--- src/rtl/operand_fetch_stage.sv ---
// Operand fetch stage: architectural register file with write-back bypass and
// immediate select, followed by a valid/ready pipeline output register.
//
// Ports:
//   clk, rst_n                 clock, asynchronous active-low reset
//   wb_en, wb_addr, wb_data    write-back port into the register file
//   in_valid / in_ready        handshake with the decode stage
//   src_addr, dst_addr         source/destination register addresses
//   immediate, category        immediate value and instruction category
//   flush                      squash held and incoming instruction
//   out_valid / out_ready      handshake with the execute stage
//   out_op1, out_op2           registered operands
//   out_src_addr, out_dst_addr registered addresses (used for stalled refresh)
//   out_category               registered category
module operand_fetch_stage #(
  parameter int unsigned WIDTH   = 16,
  parameter int unsigned ADDR_W  = 3,
  parameter int unsigned CAT_W   = 2,
  parameter int unsigned IMM_CAT = 1,
  parameter int unsigned ZERO_R0 = 0
) (
  input  logic              clk,
  input  logic              rst_n,
  input  logic              wb_en,
  input  logic [ADDR_W-1:0] wb_addr,
  input  logic [WIDTH-1:0]  wb_data,
  input  logic              in_valid,
  output logic              in_ready,
  input  logic [ADDR_W-1:0] src_addr,
  input  logic [ADDR_W-1:0] dst_addr,
  input  logic [WIDTH-1:0]  immediate,
  input  logic [CAT_W-1:0]  category,
  input  logic              flush,
  output logic              out_valid,
  input  logic              out_ready,
  output logic [WIDTH-1:0]  out_op1,
  output logic [WIDTH-1:0]  out_op2,
  output logic [ADDR_W-1:0] out_src_addr,
  output logic [ADDR_W-1:0] out_dst_addr,
  output logic [CAT_W-1:0]  out_category
);

  localparam int unsigned NREGS = 1 << ADDR_W;
  localparam logic [CAT_W-1:0] ImmCat = CAT_W'(IMM_CAT);
  localparam bit ZeroR0 = (ZERO_R0 != 0);

  logic [WIDTH-1:0]  regs_q [NREGS];
  logic              valid_q;
  logic [WIDTH-1:0]  op1_q, op2_q;
  logic [ADDR_W-1:0] src_q, dst_q;
  logic [CAT_W-1:0]  cat_q;

  logic              wb_writable;
  logic [WIDTH-1:0]  rd_src, rd_dst, op2_sel;
  logic              accept, stall;

  // A write to the hardwired zero register is dropped everywhere: no store,
  // no bypass, no refresh.
  assign wb_writable = wb_en && !(ZeroR0 && (wb_addr == '0));

  always_comb begin
    rd_src = regs_q[src_addr];
    if (ZeroR0 && (src_addr == '0)) begin
      rd_src = '0;
    end else if (wb_writable && (wb_addr == src_addr)) begin
      rd_src = wb_data;
    end

    rd_dst = regs_q[dst_addr];
    if (ZeroR0 && (dst_addr == '0)) begin
      rd_dst = '0;
    end else if (wb_writable && (wb_addr == dst_addr)) begin
      rd_dst = wb_data;
    end

    op2_sel = (category == ImmCat) ? immediate : rd_dst;
  end

  assign in_ready = (!valid_q || out_ready) && !flush;
  assign accept   = in_valid && in_ready;
  assign stall    = valid_q && !out_ready;

  // Register file; write-back ignores flush and the handshake.
  always_ff @(posedge clk or negedge rst_n) begin
    if (!rst_n) begin
      for (int i = 0; i < int'(NREGS); i++) begin
        regs_q[i] <= '0;
      end
    end else if (wb_writable) begin
      regs_q[wb_addr] <= wb_data;
    end
  end

  // Output pipeline register.
  always_ff @(posedge clk or negedge rst_n) begin
    if (!rst_n) begin
      valid_q <= 1'b0;
      op1_q   <= '0;
      op2_q   <= '0;
      src_q   <= '0;
      dst_q   <= '0;
      cat_q   <= '0;
    end else if (flush) begin
      valid_q <= 1'b0;
    end else if (accept) begin
      valid_q <= 1'b1;
      op1_q   <= rd_src;
      op2_q   <= op2_sel;
      src_q   <= src_addr;
      dst_q   <= dst_addr;
      cat_q   <= category;
    end else if (valid_q && out_ready) begin
      valid_q <= 1'b0;
    end else if (stall) begin
      // Keep the held operands coherent with write-backs that land while the
      // instruction waits; an immediate operand 2 is never a register value.
      if (wb_writable && (wb_addr == src_q)) begin
        op1_q <= wb_data;
      end
      if (wb_writable && (cat_q != ImmCat) && (wb_addr == dst_q)) begin
        op2_q <= wb_data;
      end
    end
  end

  assign out_valid    = valid_q;
  assign out_op1      = op1_q;
  assign out_op2      = op2_q;
  assign out_src_addr = src_q;
  assign out_dst_addr = dst_q;
  assign out_category = cat_q;

endmodule
--- config.mk ---
export PLATFORM = sky130hd
export DESIGN_NAME = operand_fetch_stage
export DESIGN_NICKNAME = d
export VERILOG_FILES = /design/src/rtl/operand_fetch_stage.sv
export SDC_FILE = /design/constraint.sdc
export NUM_CORES = 1
export LEC_CHECK = 0
export CORE_AREA = 3 3 141 143
export DETAILED_ROUTE_END_ITERATION = 12
export DIE_AREA = 0 0 144 146
export PLACE_DENSITY = 0.74
export SKIP_CTS_REPAIR_TIMING = 1
export SLEW_MARGIN = 10
export SYNTH_ARGS = -nofsm -noshare
export SYNTH_HDL_FRONTEND = slang
export SYNTH_SLANG_ARGS = --single-unit
export TNS_END_PERCENT = 100
--- constraint.sdc ---
create_clock -name clk -period 4.9 [get_ports clk]
set_clock_uncertainty 0.05 [all_clocks]
set_input_delay 0.49 -clock clk [delete_from_list [all_inputs] [get_ports clk]]
set_output_delay 0.49 -clock clk [all_outputs]
set_load 0.005 [all_outputs]
==> results of run 1 <==
==> synth_stat cells (all sizes together) <==
| cell | number | area (um2) |
|---|---|---|
| nand3 | 2 | 20.02 |
| a22oi | 32 | 240.2 |
| nand4 | 3 | 25.02 |
| and2b | 1 | 7.510 |
| nand2 | 18 | 67.56 |
| a41oi | 1 | 27.53 |
| o21bai | 1 | 7.510 |
| nor3b | 2 | 25.02 |
| nor2b | 2 | 12.51 |
| xor2 | 2 | 17.52 |
| o32a | 16 | 160.2 |
| mux2 | 152 | 1712 |
| o211ai | 16 | 120.1 |
| xnor2 | 10 | 87.58 |
| nand2b | 4 | 25.02 |
| clkbuf | 21 | 78.83 |
| o21a | 32 | 240.2 |
| inv | 1 | 3.750 |
| a21o | 1 | 7.510 |
| and2 | 1 | 6.260 |
| nand3b | 1 | 7.510 |
| nor3 | 2 | 20.02 |
| nand4b | 3 | 26.28 |
| mux2i | 80 | 800.8 |
| dfrtp | 169 | 4229 |
| nor2 | 22 | 87.58 |
| o21ai | 16 | 80.08 |
| a221o | 16 | 160.2 |
| a21oi | 1 | 5.000 |
| buf | 49 | 315.3 |
| and3 | 1 | 6.260 |
| mux4 | 32 | 720.7 |
==> final timing paths <==
kind / cells after the start / endpoint / slack, ns
max: 5 / out_op1[2] / 1.99
min: 1 / regs_q[74] / 0.08
max reg2reg: 5 / out_op1[2] / 2.31
min reg2reg: 2 / out_op1[11] / 0.44
max in group asynchronous: 2 / out_op2[3] / 3.57
min in group clk: 2 / out_op1[11] / 0.44
==> cell families after synthesis <==
group | Yosys count | share of synthesized area, %
compound gates | 132 | 11.21
xor+xnor | 12 | 1.124
buf+inv | 71 | 4.255
flops | 169 | 45.23
mux | 264 | 34.58
simple gates | 62 | 3.600
==> report_power, final <==
group          internal [mW]  switching (mW)
sequential              1.69           0.248
clock                  0.668           0.611
combinational          0.614           0.402
total                   2.97            1.26
==> final cells by class <==
type                    count  area (um2)  share of cell area, %
inverters                   1       3.754                0.03452
repair buffers            108        1030                  9.471
well taps                 234       292.8                  2.693
clock inverters            15       136.4                  1.254
flip-flops and latches    169        4229                  38.90
multi-input cells         470        4756                  43.74
clock buffers              17       425.4                  3.913
==> per-stage QoR <==
step	power, mW	worst slack [ns]	instances	hold WS (ns)
detailed placement	2.963	1.600	982	0.4312
global route	4.425	1.930	1014	0.1449
floorplan	2.554	2.892	710	0.1444
CTS	4.242	2.047	1014	0.1042
global placement	2.894	1.679	982	0.4189
finish	4.233	1.989	1014	0.08108
==> registers in the layout, indices dropped and copies added, names as in the netlist <==
name	count
out_category	2
out_dst_addr	3
out_op1	16
out_op2	16
out_src_addr	3
out_valid	1
regs_q	128
==> metal layers <==
metal  GRT usage [%]  vias up  routed length [um]
li1                -     2823                   -
met1           32.31     3436               10480
met2           42.88      298               13250
met3           3.878       72                1565
met4           11.30        0                 844
met5               0        -                   0
==> results by group, run 1 <==
Critical path
  • Critical path startpoint: src_addr[2]
  • Count of buffering cells on the critical path with inverters included: 1
  • List of cells traversed by the critical path: clkdlybuf4s50_1 > xnor2_1 > a41oi_4 > mux2i_1 > o21ai_0
  • Data required time of the worst path: 5.12 ns
  • Endpoint type of the worst setup path: register
  • Critical path fanouts, max: 18
  • Startpoint of the most critical register-to-register path: out_valid
  • Worst path slowest cell: sky130_fd_sc_hd__clkdlybuf4s50_1
  • Critical Path Max Stage Delay: 1.18 ns
  • Startpoint Class: primary input
  • Kind of cell adding the most delay to the critical path: buffers and inverters
  • CP Data Arrival Time: ~3.1 ns
  • Category of the critical setup timing path: in2reg

Global route
  • Pin count of the biggest net entering global routing: 91
  • Combined global-route utilization of all metal layers: 25.47%
  • Remaining global-route overflow: 0
  • Via count of the first global-routing pass: 7,022
  • Number of antenna violations at the first check in global routing: 0
  • Global-route wire length before repair: 40,500 um

Placed design
  • Number of port buffers: 90
  • Area post-placement: 0.01031 mm2
  • Final weighted congestion in routability-driven placement: 0.8376
  • HPWL after detailed placement: 16,230 um

Timing
  • Post-route clock period utilization: 59.40%
  • RSZ-0062 raised after global routing: false
  • Relative max-transition margin: a little under a quarter
  • Final sum of negative setup slack: 0 ns
  • Maximum frequency from static timing analysis: 343.6 MHz
  • Number of hold-slack violations in the final timing report: 0
  • Slew @ Worst Pin: 1.147 ns
  • Final setup violating endpoints: 0
  • Clock period minus worst slack: 2.911 ns
  • Pins Over Slew Limit: 0

Synth
  • Number of different library cells in the post-synthesis netlist: 38
  • Yosys synthesis warning count: 0
  • Sequential area share after synthesis: 45.23%
  • Mapped Cells: 710
  • Syn avg cell area: 13.17 um2
  • #FFs+latches synth: between 150 and 200
  • Post-synthesis cell area: 0.009350 mm2
  • Synthesized netlist net count: 759

Floorplan
  • Die width: 144 um
  • Effective utilization at floorplan: between 40% and 50%
  • Die area: between 0.02 and 0.025 mm2
  • Number of ports placed on the die boundary: just over 90
  • Core Box Area: 0.01871 mm2
  • Count of standard-cell rows: 50
  • Height of the chip: 146 um

Clocking
  • Number of sinks driven by the clock tree: 169
  • Worst skew pair latency: roughly 0.44 ns
  • Clock transition at path regs: 0.07 ns
  • CTS H-tree depth: 4
  • Maximum root-to-sink buffer count: 2
  • TritonCTS clock tree: built
  • CTS Root Cell: sky130_fd_sc_hd__clkbuf_16
  • Total CTS buffers: 17

Routing
  • DR WL/cell: between 20 and 30 um
  • Detailed-route wire length: 26,140 um
  • First-pass DRT Iterations: 5
  • Vias: ~6,600
  • Via count normalized by instance count: 6.537
  • DRC: 0
  • Remaining number of nets flagged by the antenna check after routing: 0
  • 1st-iter DRT viols: 570

Power
  • Power Dens Cells: 389.3 mW/mm2
  • Pleak: 4.445 nW
  • Peak supply drop: 0.1552 mV

Cells and area
  • Fraction of final layout cells with drive strength greater than 1: 32.05%
  • Number of antenna repair diodes: 0
  • Post-layout util: 58.13%
  • Commonest non-fill, non-tap cell in the layout: sky130_fd_sc_hd__dfrtp_1
  • Area of all placed cells without fillers: between 0.01 and 0.015 mm2
  • Layout area overhead: 16.28%
  • Number of fill cells: 1,475
  • Most used cells in the layout excluding fill and tap cells: sky130_fd_sc_hd__dfrtp_1 (169), sky130_fd_sc_hd__mux2_2 (152), sky130_fd_sc_hd__clkdlybuf4s50_1 (87)
  • Net count of the finished layout: 816

Min path
  • Worst hold path type: in2async

Job
  • Number of violations of the max-capacitance limit: 0

Outcome
  • Outcome: finished, final reports clean
Power figures use the tool's default switching activity.
==> run 2: changes to the inputs <==
--- a/config.mk
+++ b/config.mk
@@ -8,7 +8,7 @@
 export CORE_AREA = 3 3 141 143
 export DETAILED_ROUTE_END_ITERATION = 12
 export DIE_AREA = 0 0 144 146
-export PLACE_DENSITY = 0.74
+export PLACE_DENSITY = 0.76
 export SKIP_CTS_REPAIR_TIMING = 1
 export SLEW_MARGIN = 10
 export SYNTH_ARGS = -nofsm -noshare
==> constraint.sdc (replaced) <==
create_clock -name clk -period 2.5 [get_ports clk]
set_clock_uncertainty 0.05 [all_clocks]
set_input_delay 0.25 -clock clk [delete_from_list [all_inputs] [get_ports clk]]
set_output_delay 0.25 -clock clk [all_outputs]
set_load 0.005 [all_outputs]
==> run 2 against run 1 <==
- register-to-register slack lost 1.8 ns
- sequential cell count is the same
- largest cell class unchanged
- non-clock buffer count grew 17
- total power grew 100%
- sequential power grew 95%
- first-iteration DRC count shrank 15%
- clock power grew 110%
- combinational power grew 100%
- die area is the same
- clock-buffer cell count grew 1
- cell count grew 1.7%
==> results by group, run 2 (synthesis gave the netlist of run 1 again) <==
Critical path
  • Startpoint Class: primary input (unchanged)
  • Data required time of the worst path: 2.82 ns (was 5.12 ns)
  • Reg2Reg Capture Point: out_op2[7] (was out_op1[2])
  • CP Data Arrival Time: 2.49 ns (was 3.13 ns)
  • Critical path fanouts, max: 16 (was 18)
  • List of cells traversed by the critical path: clkdlybuf4s50_1 > xnor2_1 > nand4_2 > nor2_2 > a221o_1 > o32a_1 (was clkdlybuf4s50_1 > xnor2_1 > a41oi_4 > mux2i_1 > o21ai_0)
  • Startpoint of the most critical register-to-register path: out_valid (unchanged)
  • Worst r2r path cells: 5 (unchanged)
  • Category of the critical setup timing path: in2reg (unchanged)
  • Critical path startpoint: wb_addr[2] (was src_addr[2])
  • Worst path slowest cell: sky130_fd_sc_hd__nor2_2 (was sky130_fd_sc_hd__clkdlybuf4s50_1)
  • Critical Path Max Stage Delay: 0.68 ns (was 1.18 ns)
  • Endpoint type of the worst setup path: register (unchanged)
  • R2R setup slack: 0.50 ns (was 2.31 ns)

Cells and area
  • Commonest non-fill, non-tap cell in the layout: sky130_fd_sc_hd__dfrtp_1 (unchanged)
  • Area of the multi-input gates: 0.004723 mm2 (was 0.004756 mm2)
  • Net count of the finished layout: 833 (was 816)
  • Layout area overhead: 19.62% (was 16.28%)
  • Post-layout util: 59.79% (was 58.13%)
  • Number of antenna repair diodes: 0 (unchanged)
  • Fraction of final layout cells with drive strength greater than 1: 33.00% (was 32.05%)
  • Largest reg by FF count: regs_q (unchanged)
  • Number of fill cells: 1,402 (was 1,475)
  • Number of flip-flops under the largest register name: 128 (unchanged)
  • Area of all placed cells without fillers: 0.01118 mm2 (was 0.01087 mm2)
  • Sequential cell area: 0.004229 mm2 (unchanged)
  • Most used cells in the layout excluding fill and tap cells: sky130_fd_sc_hd__dfrtp_1 (169), sky130_fd_sc_hd__mux2_2 (152), sky130_fd_sc_hd__clkdlybuf4s50_1 (87) (unchanged)

Floorplan
  • Effective utilization at floorplan: 49.99% (unchanged)
  • Height of the chip: 146 um (unchanged)
  • Core Box Area: 0.01871 mm2 (unchanged)
  • Number of ports placed on the die boundary: 91 (unchanged)
  • Die area: 0.02102 mm2 (unchanged)
  • Die width: 144 um (unchanged)
  • Count of standard-cell rows: 50 (unchanged)

Min path
  • Worst hold path type: in2async (unchanged)

Global route
  • Number of antenna violations at the first check in global routing: 0 (unchanged)
  • Remaining global-route overflow: 0 (unchanged)
  • Combined global-route utilization of all metal layers: 25.58% (was 25.47%)
  • Global-route wire length before repair: 41,190 um (was 40,500 um)
  • Pin count of the biggest net entering global routing: 81 (was 91)
  • Via count of the first global-routing pass: 7,164 (was 7,022)

Clocking
  • Worst skew pair latency: 0.43 ns (was 0.44 ns)
  • CTS Root Cell: sky130_fd_sc_hd__clkbuf_16 (unchanged)
  • CTS H-tree depth: 4 (unchanged)
  • Number of sinks driven by the clock tree: 169 (unchanged)
  • Total CTS buffers: 17 (unchanged)
  • Clock transition at path regs: 0.06 ns (was 0.07 ns)
  • TritonCTS clock tree: built (unchanged)
  • Maximum root-to-sink buffer count: 2 (unchanged)

Routing
  • First-pass DRT Iterations: 5 (unchanged)
  • Vias: 6,623 (was 6,629)
  • Via count normalized by instance count: 6.424 (was 6.537)
  • DRC: 0 (unchanged)
  • DR WL/cell: 25.36 um (was 25.78 um)
  • Detailed-route wire length: 26,140 um (unchanged)
  • Remaining number of nets flagged by the antenna check after routing: 0 (unchanged)
  • 1st-iter DRT viols: 485 (was 570)

Power
  • Power Dens Cells: 761.8 mW/mm2 (was 389.3 mW/mm2)
  • Pleak: 4.583 nW (was 4.445 nW)
  • Peak supply drop: 0.4608 mV (was 0.1552 mV)

Timing
  • Setup WS post-layout: 0.3252 ns (was 1.989 ns)
  • Relative max-transition margin: 45.21% (was 23.44%)
  • Pins Over Slew Limit: 0 (unchanged)
  • Slew @ Worst Pin: 0.8210 ns (was 1.147 ns)
  • Final hold slack: 0.2271 ns (was 0.08108 ns)
  • RSZ-0062 raised after global routing: false (unchanged)
  • Clock period minus worst slack: roughly 2.2 ns
  • Number of hold-slack violations in the final timing report: 0 (unchanged)
  • Post-route clock period utilization: 86.99%
  • Final setup violating endpoints: 0 (unchanged)
  • Maximum frequency from static timing analysis: between 400 and 500 MHz

Placed design
  • HPWL after detailed placement: 16,470 um (was 16,230 um)
  • Placement Setup Slack: -0.03558 ns (was 1.600 ns)
  • Area post-placement: 0.01057 mm2 (was 0.01031 mm2)
  • Final weighted congestion in routability-driven placement: 0.8435 (was 0.8376)
  • Number of port buffers: 90 (unchanged)

Job
  • Number of violations of the max-capacitance limit: 0 (unchanged)

Outcome
  • Outcome: finished, final reports clean (unchanged)
run 2: changes by cell type in the layout (fill, tap and decap cells not counted), moves of 3 or more:
cell / change
sky130_fd_sc_hd__inv_8: -3
sky130_fd_sc_hd__clkinv_4: -5
sky130_fd_sc_hd__buf_12: +14
sky130_fd_sc_hd__inv_6: +4
run 2: power by group:
group / switching, mW / leakage, nW / total [mW] / internal, mW
sequential: 0.473 / 2.03 / 3.79 / 3.31
clock: 1.15 / 0.285 / 2.68 / 1.52
combinational: 0.815 / 2.27 / 2.06 / 1.24
run 2: final cells by class:
class / count / share of cell area, %
Sequential cell: 169 / 37.81
Timing Repair Buffer: 125 / 11.94
Inverter: 1 / 0.03356
Tap cell: 234 / 2.618
Multi-Input combinational cell: 470 / 42.23
Clock inverter: 14 / 1.443
Clock buffer: 18 / 3.927
run 2: critical path, delay by kind of cell:
| kind | cells | cell delay, ns |
|---|---|---|
| compound gates | 2 | 0.40 |
| buf+inv | 1 | 0.66 |
| xor+xnor | 1 | 0.31 |
| simple gates | 2 | 0.85 |
run 2: worst max-delay path by stage:
stage	slack [ns]	to
finish	0.33	out_op2[7]
global route	0.21	out_op2[10]
CTS	0.35	in_ready
detailed placement	-0.04	out_op2[7]
global placement	0.05	out_op2[9]
floorplan	0.73	regs_q[86]
run 2: layer usage:
metal / vias up / global-route usage (%) / share of wire (%)
met2: 279 / 42.78 / 51
met1: 3402 / 32.09 / 39
li1: 2862 / - / -
met3: 80 / 4.634 / 6.0
met5: - / 0 / 0
met4: 0 / 11.58 / 4.0
run 2: per-stage QoR:
stage	TNS [ns]	power [mW]	cells
final	0	8.521	1031
after global routing	0	8.901	1031
after CTS	0	8.529	1030
after detailed placement	-0.3789	5.845	998
after global placement	0	5.706	998
after floorplan	0	5.005	710
==> run 3: changes to the inputs <==
--- a/config.mk
+++ b/config.mk
@@ -8,7 +8,8 @@
 export CORE_AREA = 3 3 141 143
 export DETAILED_ROUTE_END_ITERATION = 12
 export DIE_AREA = 0 0 144 146
-export PLACE_DENSITY = 0.76
+export DONT_BUFFER_PORTS = 1
+export PLACE_DENSITY = 0.7
 export SKIP_CTS_REPAIR_TIMING = 1
 export SLEW_MARGIN = 10
 export SYNTH_ARGS = -nofsm -noshare
==> run 3 against run 2 <==
- the run now ends with hold timing left
- critical path depth shrank 1
- critical path type is now reg2reg
- highest routed layer unchanged
- critical endpoint is now out_op2[10]
- design area fell by 8.5%
- sequential share of layout area increased by 3.5 points
==> results by group, run 3 (synthesis gave the netlist of run 1 again) <==
Outcome
  • Outcome: complete, but fails checks (was finished, final reports clean)
  • Violated checks: hold timing

Cells and area
  • Number of flip-flops under the largest register name: 128 (unchanged)
  • Commonest non-fill, non-tap cell in the layout: sky130_fd_sc_hd__dfrtp_1 (unchanged)
  • Most used cells in the layout excluding fill and tap cells: sky130_fd_sc_hd__dfrtp_1 (169), sky130_fd_sc_hd__mux2_2 (152), sky130_fd_sc_hd__mux2i_1 (80) (was sky130_fd_sc_hd__dfrtp_1 (169), sky130_fd_sc_hd__mux2_2 (152), sky130_fd_sc_hd__clkdlybuf4s50_1 (87))
  • Count of non-filler cells in the finished layout: 953 (was 1,031)
  • Fraction of final layout cells with drive strength greater than 1: 34.08% (was 33.00%)
  • Layout area overhead: 9.461% (was 19.62%)
  • Largest reg by FF count: regs_q (unchanged)
  • Net count of the finished layout: 755 (was 833)
  • Number of antenna repair diodes: 0 (unchanged)

Clocking
  • Clock transition at path regs: 0.06 ns (about the same)
  • CTS H-tree depth: 4 (unchanged)
  • Maximum root-to-sink buffer count: 2 (unchanged)
  • CTS Root Cell: sky130_fd_sc_hd__clkbuf_16 (unchanged)
  • Worst skew pair latency: 0.43 ns (about the same)
  • TritonCTS clock tree: built (unchanged)
  • Number of sinks driven by the clock tree: 169 (unchanged)
  • Total CTS buffers: 17 (unchanged)

Global route
  • Remaining global-route overflow: 0 (unchanged)
  • Combined global-route utilization of all metal layers: 24.39% (was 25.58%)
  • Number of antenna violations at the first check in global routing: 0 (unchanged)
  • Via count of the first global-routing pass: 6,698 (was 7,164)
  • Pin count of the biggest net entering global routing: 170 (was 81)
  • Global-route wire length before repair: 39,150 um (was 41,190 um)

Routing
  • Remaining number of nets flagged by the antenna check after routing: 0 (unchanged)
  • DRC: 0 (unchanged)
  • Vias: 6,353 (was 6,623)
  • First-pass DRT Iterations: 5 (unchanged)
  • Detailed-route wire length: 26,020 um (was 26,140 um)
  • 1st-iter DRT viols: 457 (was 485)
  • Via count normalized by instance count: 6.666 (was 6.424)
  • DR WL/cell: 27.30 um (was 25.36 um)

Critical path
  • Endpoint type of the worst setup path: register (unchanged)
  • Startpoint Class: register (was primary input)
  • Critical path startpoint: out_valid (was wb_addr[2])
  • Critical Path Max Stage Delay: 0.85 ns (was 0.68 ns)
  • Kind of cell adding the most delay to the critical path: simple AND/OR/NAND/NOR gates (unchanged)
  • List of cells traversed by the critical path: nand2b_1 > nand3b_1 > nor2_2 > a221o_1 > o32a_1 (was clkdlybuf4s50_1 > xnor2_1 > nand4_2 > nor2_2 > a221o_1 > o32a_1)
  • Worst path slowest cell: sky130_fd_sc_hd__nor2_2 (unchanged)
  • CP Data Arrival Time: 2.52 ns (was 2.49 ns)
  • Count of buffering cells on the critical path with inverters included: 0 (was 1)
  • Category of the critical setup timing path: reg2reg (was in2reg)
  • Data required time of the worst path: 2.82 ns (about the same)
  • Startpoint of the most critical register-to-register path: out_valid (unchanged)
  • Critical path fanouts, max: 16 (unchanged)

Floorplan
  • Number of ports placed on the die boundary: 91 (unchanged)
  • Die width: 144 um (unchanged)
  • Height of the chip: 146 um (unchanged)
  • Effective utilization at floorplan: 49.99% (unchanged)
  • Core Box Area: 0.01871 mm2 (unchanged)
  • Die area: 0.02102 mm2 (unchanged)
  • Count of standard-cell rows: 50 (unchanged)

Placed design
  • Final weighted congestion in routability-driven placement: 0.8028 (was 0.8435)
  • Post-placement cell count: 896 (was 998)
  • HPWL after detailed placement: 15,610 um (was 16,470 um)
  • Number of port buffers: 0 (was 90)
  • Placement Setup Slack: 0.3877 ns (was -0.03558 ns)

Timing
  • Relative max-transition margin: 32.62% (was 45.21%)
  • Slew @ Worst Pin: 1.010 ns (was 0.8210 ns)
  • Final hold slack: -0.5368 ns (was 0.2271 ns)
  • Final setup violating endpoints: 0 (unchanged)
  • Clock period minus worst slack: 2.198 ns (was 2.175 ns)
  • Number of hold-slack violations in the final timing report: 169 (was 0)
  • Post-route clock period utilization: 87.92% (was 86.99%)
  • Final sum of negative setup slack: 0 ns (unchanged)
  • Pins Over Slew Limit: 0 (unchanged)
  • Setup WS post-layout: 0.3021 ns (was 0.3252 ns)
  • Maximum frequency from static timing analysis: 455.0 MHz (was 459.8 MHz)
  • RSZ-0062 raised after global routing: false (unchanged)

Job
  • Number of violations of the max-capacitance limit: 0 (unchanged)

Power
  • Peak supply drop: 0.4867 mV (was 0.4608 mV)
  • Power Dens Cells: 771.3 mW/mm2 (was 761.8 mW/mm2)
  • Pleak: 4.212 nW (was 4.583 nW)

Min path
  • Worst hold path type: in2async (unchanged)
[run 3: final cells by class]
class,count,area [um2]
clock buffers,25,505.5
clock inverters,7,65.06
fillers,1515,8471
inverters,1,3.754
multi-input cells,470,4723
flip-flops and latches,169,4229
well taps,234,292.8
repair buffers,47,415.4
[run 3: worst reg2reg max path: cells and delay by family, from the launching register on]
kind	cells	cell delay [ns]
AND/OR/NAND/NOR	3	1.23
AO/OA/AOI/OAI	2	0.45
flip-flops	1	0.41
[run 3: final timing paths]
check,end,slack [ns],depth (start not counted)
setup / recovery,out_op2[10],0.30,5
hold / removal,regs_q[74],-0.54,0
setup reg to reg,out_op2[10],0.30,5
hold reg to reg,out_op1[14],0.46,2
max in group asynchronous,regs_q[22],2.64,0
min in group clk,out_op2[3],0.01,2
[run 3: power breakdown]
part           leakage [nW]  internal, mW  switching [mW]
Clock                 0.279          1.50            1.05
Combinational          1.90         0.977           0.582
Sequential             2.03          3.31           0.478
[run 3: routing by layer]
| metal | global-route usage, % | wire [um] |
|---|---|---|
| met1 | 30.41 | 10350 |
| met2 | 41.90 | 13390 |
| met3 | 5.094 | 1801 |
| met4 | 8.192 | 475 |
| met5 | 0 | 0 |
[run 3: through the flow]
step | instance area (um2) | util [%] | power (mW)
6_report | 10230 | 54.72 | 7.894
5_1_grt | 10230 | 54.72 | 8.248
4_1_cts | 9985 | 53.38 | 7.845
3_5_place_dp | 9414 | 50.33 | 5.304
3_3_place_gp | 9414 | 50.33 | 5.183
2_1_floorplan | 9350 | - | 5.005
